$ cat src/rtl/bcd_disp_mux_if.sv
// bcd_disp_mux_if: BCD data/load input and multiplexed seven-segment drive outputs
interface bcd_disp_mux_if;
  logic [15:0] bcd_in;
  logic        load;
  logic [6:0]  seg;
  logic [3:0]  an;
  logic        frame;
  modport master (output bcd_in, load, input seg, an, frame);
  modport slave (input bcd_in, load, output seg, an, frame);
endinterface

$ cat src/rtl/bcd_disp_mux.sv
// bcd_disp_mux: four-digit time-multiplexed BCD to seven-segment driver with leading-zero blanking
module bcd_disp_mux #(
  parameter int SCAN_DIV = 4,
  parameter bit BLANK_LZ = 1
) (
  input logic            clk,
  input logic            rst,
  bcd_disp_mux_if.slave  bus
);
  localparam logic [15:0] TC_VAL = 16'(SCAN_DIV - 1);
  logic [15:0] shadow, shadow_nx, pre, pre_nx;
  logic [1:0]  idx, idx_nx;
  logic [3:0]  digit, an_nx;
  logic [6:0]  seg_nx;
  logic        tc, blank, frame_nx;
  function automatic logic [6:0] dec(input logic [3:0] d);
    case (d)
      4'd0:    dec = 7'b1000000;
      4'd1:    dec = 7'b1111001;
      4'd2:    dec = 7'b0100100;
      4'd3:    dec = 7'b0110000;
      4'd4:    dec = 7'b0011001;
      4'd5:    dec = 7'b0010010;
      4'd6:    dec = 7'b0000010;
      4'd7:    dec = 7'b1111000;
      4'd8:    dec = 7'b0000000;
      4'd9:    dec = 7'b0010000;
      default: dec = 7'b0111111;
    endcase
  endfunction
  always_comb begin
    tc        = pre == TC_VAL;
    pre_nx    = tc ? 16'd0 : pre + 16'd1;
    idx_nx    = tc ? idx + 2'd1 : idx;
    shadow_nx = bus.load ? bus.bcd_in : shadow;
    digit     = shadow[{idx, 2'b00} +: 4];
    // a digit blanks only when it and every more-significant digit are zero
    blank     = BLANK_LZ && (idx == 2'd1 ? shadow[15:4] == 12'd0 :
                             idx == 2'd2 ? shadow[15:8] == 8'd0 :
                             idx == 2'd3 ? shadow[15:12] == 4'd0 : 1'b0);
    seg_nx    = blank ? 7'b1111111 : dec(digit);
    an_nx     = ~(4'b0001 << idx);
    frame_nx  = idx == 2'd0 && pre == 16'd0;
  end
  always_ff @(posedge clk) begin
    if (rst) begin
      shadow    <= '0;
      pre       <= '0;
      idx       <= '0;
      bus.seg   <= 7'b1111111;
      bus.an    <= 4'b1111;
      bus.frame <= 1'b0;
    end else begin
      shadow    <= shadow_nx;
      pre       <= pre_nx;
      idx       <= idx_nx;
      bus.seg   <= seg_nx;
      bus.an    <= an_nx;
      bus.frame <= frame_nx;
    end
  end
endmodule

$ cat src/flat_wrapper.sv
// flat-port wrapper written by rule: the top's interface ports become plain ports
module bcd_disp_mux_flat 
#(
  parameter int SCAN_DIV = 4,
  parameter bit BLANK_LZ = 1
)
  (clk, rst, bus_bcd_in, bus_load, bus_seg, bus_an, bus_frame);
  bcd_disp_mux_if bus_i ();
  input logic clk;
  input logic rst;
  input wire logic [$bits(bus_i.bcd_in)-1:0] bus_bcd_in;
  input wire logic [$bits(bus_i.load)-1:0] bus_load;
  output wire logic [$bits(bus_i.seg)-1:0] bus_seg;
  output wire logic [$bits(bus_i.an)-1:0] bus_an;
  output wire logic [$bits(bus_i.frame)-1:0] bus_frame;
  assign bus_i.bcd_in = bus_bcd_in;
  assign bus_i.load = bus_load;
  assign bus_seg = bus_i.seg;
  assign bus_an = bus_i.an;
  assign bus_frame = bus_i.frame;
  bcd_disp_mux #(.SCAN_DIV(SCAN_DIV), .BLANK_LZ(BLANK_LZ)) u_core (.clk(clk), .rst(rst), .bus(bus_i));
endmodule
$ cat config.mk
export PLATFORM = sky130hd
export DESIGN_NAME = bcd_disp_mux_flat
export DESIGN_NICKNAME = d
export VERILOG_FILES = /design/src/rtl/bcd_disp_mux_if.sv /design/src/rtl/bcd_disp_mux.sv /design/src/flat_wrapper.sv
export SDC_FILE = /design/constraint.sdc
export NUM_CORES = 1
export LEC_CHECK = 0
export CORE_ASPECT_RATIO = 1.4
export CORE_MARGIN = 1.5
export CORE_UTILIZATION = 53
export DETAILED_ROUTE_END_ITERATION = 6
export PLACE_DENSITY_LB_ADDON = 0.1
export SLEW_MARGIN = 20
export SYNTH_ARGS = -nofsm -noshare
export SYNTH_HDL_FRONTEND = slang
export SYNTH_SLANG_ARGS = --single-unit
$ cat constraint.sdc
create_clock -name clk -period 2.3 [get_ports clk]
set_input_delay 0.345 -clock clk [delete_from_list [all_inputs] [get_ports clk]]
set_output_delay 0.345 -clock clk [all_outputs]
set_load 0.02 [all_outputs]
=== After elaboration in Yosys (flattened, before gate mapping) ===
Memories as Yosys holds them, arrays and structs flattened. A register that Yosys moved wholly into a read port is not among the register bits.
Index checks and enable logic that the tools add are counted.

* Memory bits (read-only): 112
* Logic and storage cells: 26
* Output and inout port bits: 12
* Input port bits: 19
* Memories kept: 1
* Register bits: 39

{| class="wikitable"
|+ Memory list
! name !! depth !! width !! read ports !! clocked after Yosys merged registers in !! wr ports !! RTL line !! text
|-
| (name not given) || 16 || 7 || 1 || 1 || 0 || bcd_disp_mux.sv:17 || <nowiki>case (d)</nowiki>
|}

* Eq/ne operators: 4
* Reductions and logical operators: 8
* Bitwise operators: 1
* Muxes and demuxes: 3
* Add/sub/neg operators: 2
* Shift operators: 2

{| class="wikitable"
|+ Operator list
! cell !! count
|-
| 16-bit by 1-bit adder with 16-bit output (second input constant) || 1
|-
| 16-bit by 2-bit equality test with 1-bit output (second input constant) || 1
|-
| 16-bit zero test || 1
|-
| 16-bit by 5-bit variable part select with 4-bit output || 1
|-
| 12-bit zero test || 1
|-
| 8-bit zero test || 1
|-
| 2-bit equality test (second input constant) || 2
|-
| 4-bit zero test || 1
|-
| 4-bit inverter || 1
|-
| 2-bit OR reduction || 2
|-
| 1-bit by 2-bit << shifter with 4-bit output (first input constant) || 1
|-
| 1-bit 2-to-1 mux || 3
|-
| 2-bit by 1-bit adder with 2-bit output (second input constant) || 1
|-
| 2-bit by 1-bit equality test with 1-bit output (second input constant) || 1
|-
| 2-bit zero test || 1
|-
| 1-bit logical AND || 1
|}

=== Longest topological paths before layout ===
* Word-level depth: 5
* Gate-level depth with buffers: 7

=== Worst setup path before layout ===
No wires, ideal clock.

* Path kind: reg2reg
* Start point: register u_core.idx[0]
* End point: register u_core.bus.seg[4]
* Data arrival time: 1676 ps
* Setup slack: 482 ps
* Stages on the path, launching flop included: 8
* Path buffers: 1
* Required time: 2158 ps
* Cell sequence: dfxtp_1 buf_6 mux4_1 inv_1 ha_1 nor2b_1 a211oi_1 o21ai_0

* Longest elaborated chain between the ends: 5
* Elaborated cells on any way between the ends: 8
* Classes of those cells: eq/ne (3); shift (1); mux (3); reduce/logical (1)

{| class="wikitable"
|+ Ends and longest elaborated chain
! what !! RTL line !! text
|-
| from (decl) || bcd_disp_mux.sv:12 || <nowiki>logic [1:0] idx, idx_nx;</nowiki>
|-
| from (signal assigned) || bcd_disp_mux.sv:56 || <nowiki>idx <= idx_nx;</nowiki>
|-
| 2-bit equality test || bcd_disp_mux.sv:40 || <nowiki>idx == 2'd3 ? shadow[15:12] == 4'd0 : 1'b0);</nowiki>
|-
| 1-bit 2-to-1 mux || bcd_disp_mux.sv:40 ||
|-
| 1-bit 2-to-1 mux || bcd_disp_mux.sv:39 || <nowiki>idx == 2'd2 ? shadow[15:8] == 8'd0 :</nowiki>
|-
| 1-bit 2-to-1 mux || bcd_disp_mux.sv:38 || <nowiki>blank = BLANK_LZ && (idx == 2'd1 ? shadow[15:4] == 12'd0 :</nowiki>
|-
| 2-bit OR reduction (no line) || -- ||
|-
| to (decl) || bcd_disp_mux_if.sv:9 || <nowiki>modport slave (input bcd_in, load, output seg, an, frame);</nowiki>
|}

Parallel ways exist; a longest one is shown, timed or not.
A chain may end at the register's enable or synchronous reset.

=== Worst setup path in the final report ===
Ends and elaborated chain as after synthesis.

==> results.toml <==
[die]
initial_core_util_pct = 56.1
die-height_um = 76.8
fp-row-count = 26
dieArea_sq_um = 4280
core_sq_um = 3680
die_w_um = 55.7
ioPinCount = 31

[clock_network]
cts_resized = 0
worstSkewPairLatency_ns = 0.30
cts.sinks = 46
cts-root-buf = "clkbuf_8"
cts_hold_buf = 0
cts_tree = "done"
cts_max_level = 2
cts_inserted_buffers = 5
postCtsSetupRepairBufs = 0
clk_pin_slew_ns = 0.08
cts_max_path_buffers = 2

[setup_path]
crit_type = "flip-flop to flip-flop"
reg2regPathDepth = 6
path_depth = 6
worstSetupStartpointType = "flip-flop"
slowest_stage = "mux4_1"
crit_buf_inv = 1
max_stage_delay_ns = 0.72
worstPathMaxFanout = 9
cp-end-kind = "flip-flop"
crit_family = "multiplexers"
path_cells = "mux4_1, inv_1, ha_1, nor2b_1, a211oi_1, o21ai_0"
required_ns = 2.47
arrival_ns = 2.23

[placement]
place_inst = 280
port_buffers = 30
place_congestion = 0.752
dpl.hpwl_mm = 2.65

[detailed_routing]
ant_nets = 0
route.vias.total = 1534
drt_iter0_markers = 28
drt_first_pass_iters = 4
routed_via_density = 5.34
wl_mm = 3.59
route.detailed.drc = 0
wire_per_inst_um = 12.5

[sta]
fin_crit_sh_pct = 89.3
fin_tns_setup_ns = 0
hold_violations = 0
skew_ns = 0.00661
rsz0062_at_grt = "false"
slew_headroom_pct = 58.0
maxSlewViolCount = 0
setup_viol_count_final = 0
max_freq_mhz = 487
tightest_slew_ns = 0.629
period_needed_ns = 2.05
fin_hold_ws_ns = 0.477

[grt]
grt_pass1_vias = 1501
grt_usage_pct = 18.7
grt_max_degree = 22
grt.overflow.total = 0
grt_pass1_wl_mm = 6.41
antenna_found_initial = 0

[cells_and_area]
fill_cells = 309
antenna_cells = 0
seqCellArea_sq_um = 921
multiInputGateArea_sq_um = 1050
area_delta_synth_final_pct = 21.7
final_nets = 276
final_layout_size_suffix_gt1_share_pct = 8.16
finalNonFillerCells = 287

[synthesis]
synth.avg_cell_area_sq_um = 9.68
ys_seq_area_share_pct = 44.7
synth.distinct_cells = 34
synth-edff-count = 0
ys_seq_elements = 46
synth_nets = 244
ys_warn_count = 0
async_flop_share_pct = 0
ys.flop_type = "dfxtp_1"
syn_area_sq_um = 2060
syn_inst = 213

[min_path]
hold_path.class = "flip-flop to flip-flop"
holdPathStages = 1

[flow_run]
cap_violations = 0

[power_and_ir_drop]
power_mw = 1.72
p_leak_nw = 0.988
p_per_area_nw_per_um2 = 686
vdd_drop_max_mv = 0.600

[status]
outcome = "complete, no violations"
==> worst reg2reg max path: cells and delay by family (launching register included) <==
family / cells / cell delay, ns
and+or+nand+nor: 1 / 0.04
muxes: 1 / 0.72
buffers and inverters: 1 / 0.15
AOI/OAI and AO/OA: 2 / 0.31
adders and majority gates: 1 / 0.17
DFF: 1 / 0.54
==> layout make-up <==
type | instances | share of cell area, %
clock inverter | 1 | 1.20
clock buffer | 6 | 3.29
sequential | 46 | 36.7
tap | 42 | 2.09
timing repair buffer | 32 | 12.6
inverter | 15 | 2.24
multi-input combinational | 145 | 41.9
==> final timing paths <==
check / startpoint / endpoint / slack, ns
setup / recovery: u_core.idx[0] / u_core.bus.seg[4] / 0.25
hold / removal: u_core.pre[0] / u_core.pre[0] / 0.48
setup reg to reg: u_core.idx[0] / u_core.bus.seg[4] / 0.25
hold reg to reg: u_core.pre[0] / u_core.pre[0] / 0.48
==> report_power, final <==
group | total, mW | internal (mW) | switching [mW]
logic | 0.246 | 0.127 | 0.119
clock network | 0.607 | 0.348 | 0.259
registers | 0.867 | 0.840 | 0.0269
==> per-layer routing <==
metal / wire (um) / share of wire, % / GRT usage (%) / up-vias
met2: 1740 / 48 / 32.4 / 32
met3: 116 / 3.2 / 4.55 / 7
met1: 1650 / 46 / 21.7 / 710
met5: 0 / 0 / 0 / -
li1: - / - / - / 785
met4: 80 / 2.2 / 8.05 / 0
==> cell usage in the layout (no fill, tap or decap), drive strengths merged, types with 4 or more instances in the layout <==
cell and instances:
nand2 7, clkdlybuf4s50 30, a21oi 5, nor3 5, o21ai 5, clkbuf 6
nand2b 5, inv 15, dfxtp 46, nand4 4, ha 12, mux2i 16
nand3 5, nor4 8, nor2 38, mux4 4, xnor2 12
==> flip-flops by register name (all words and copies together), names as in the netlist <==
name / count
u_core.bus.seg: 7
u_core.pre: 16
u_core.idx: 2
u_core.bus.an: 4
u_core.bus.frame: 1
u_core.shadow: 16
==> cells in the mapped netlist (3+ instances only) <==
master / count / share of area, %
dfxtp_1: 46 / 45
a32oi_1: 3 / 1.3
xnor2_1: 12 / 5.1
nand2b_1: 5 / 1.5
ha_1: 12 / 7.3
clkbuf_1: 3 / 0.55
o21ai_0: 5 / 1.2
mux2i_1: 16 / 7.8
nor2_1: 38 / 6.9
nor3_1: 5 / 1.2
inv_1: 15 / 2.7
mux4_2: 3 / 3.3
nand2_1: 7 / 1.3
nand3_1: 5 / 1.2
nor4_1: 8 / 2.4
a21oi_1: 4 / 0.97
nand4_1: 4 / 1.2
==> kinds of logic (layout without fill, tap and decap cells) <==
logic type               Yosys count  after routing  share of synthesized area (%)
AND/OR/NAND/NOR                   80             80                           18.4
flip-flops                        46             46                           44.7
multiplexers                      22             22                           13.4
buffers and inverters             22             54                           4.55
AO/OA/AOI/OAI                     17             17                           5.76
XOR/XNOR                          14             14                           5.95
adder cells (fa/ha/maj)           12             12                           7.28
==> per-stage QoR <==
step / instance area (sq um) / setup slack, ns / utilization [%]
2_1_floorplan: 2060 / 0.482 / -
3_3_place_gp: 2390 / 0.270 / 65.1
3_5_place_dp: 2390 / 0.207 / 65.1
4_1_cts: 2500 / 0.194 / 68.1
5_1_grt: 2510 / 0.0890 / 68.2
6_report: 2510 / 0.246 / 68.2
Power figures use the tool's default switching activity.
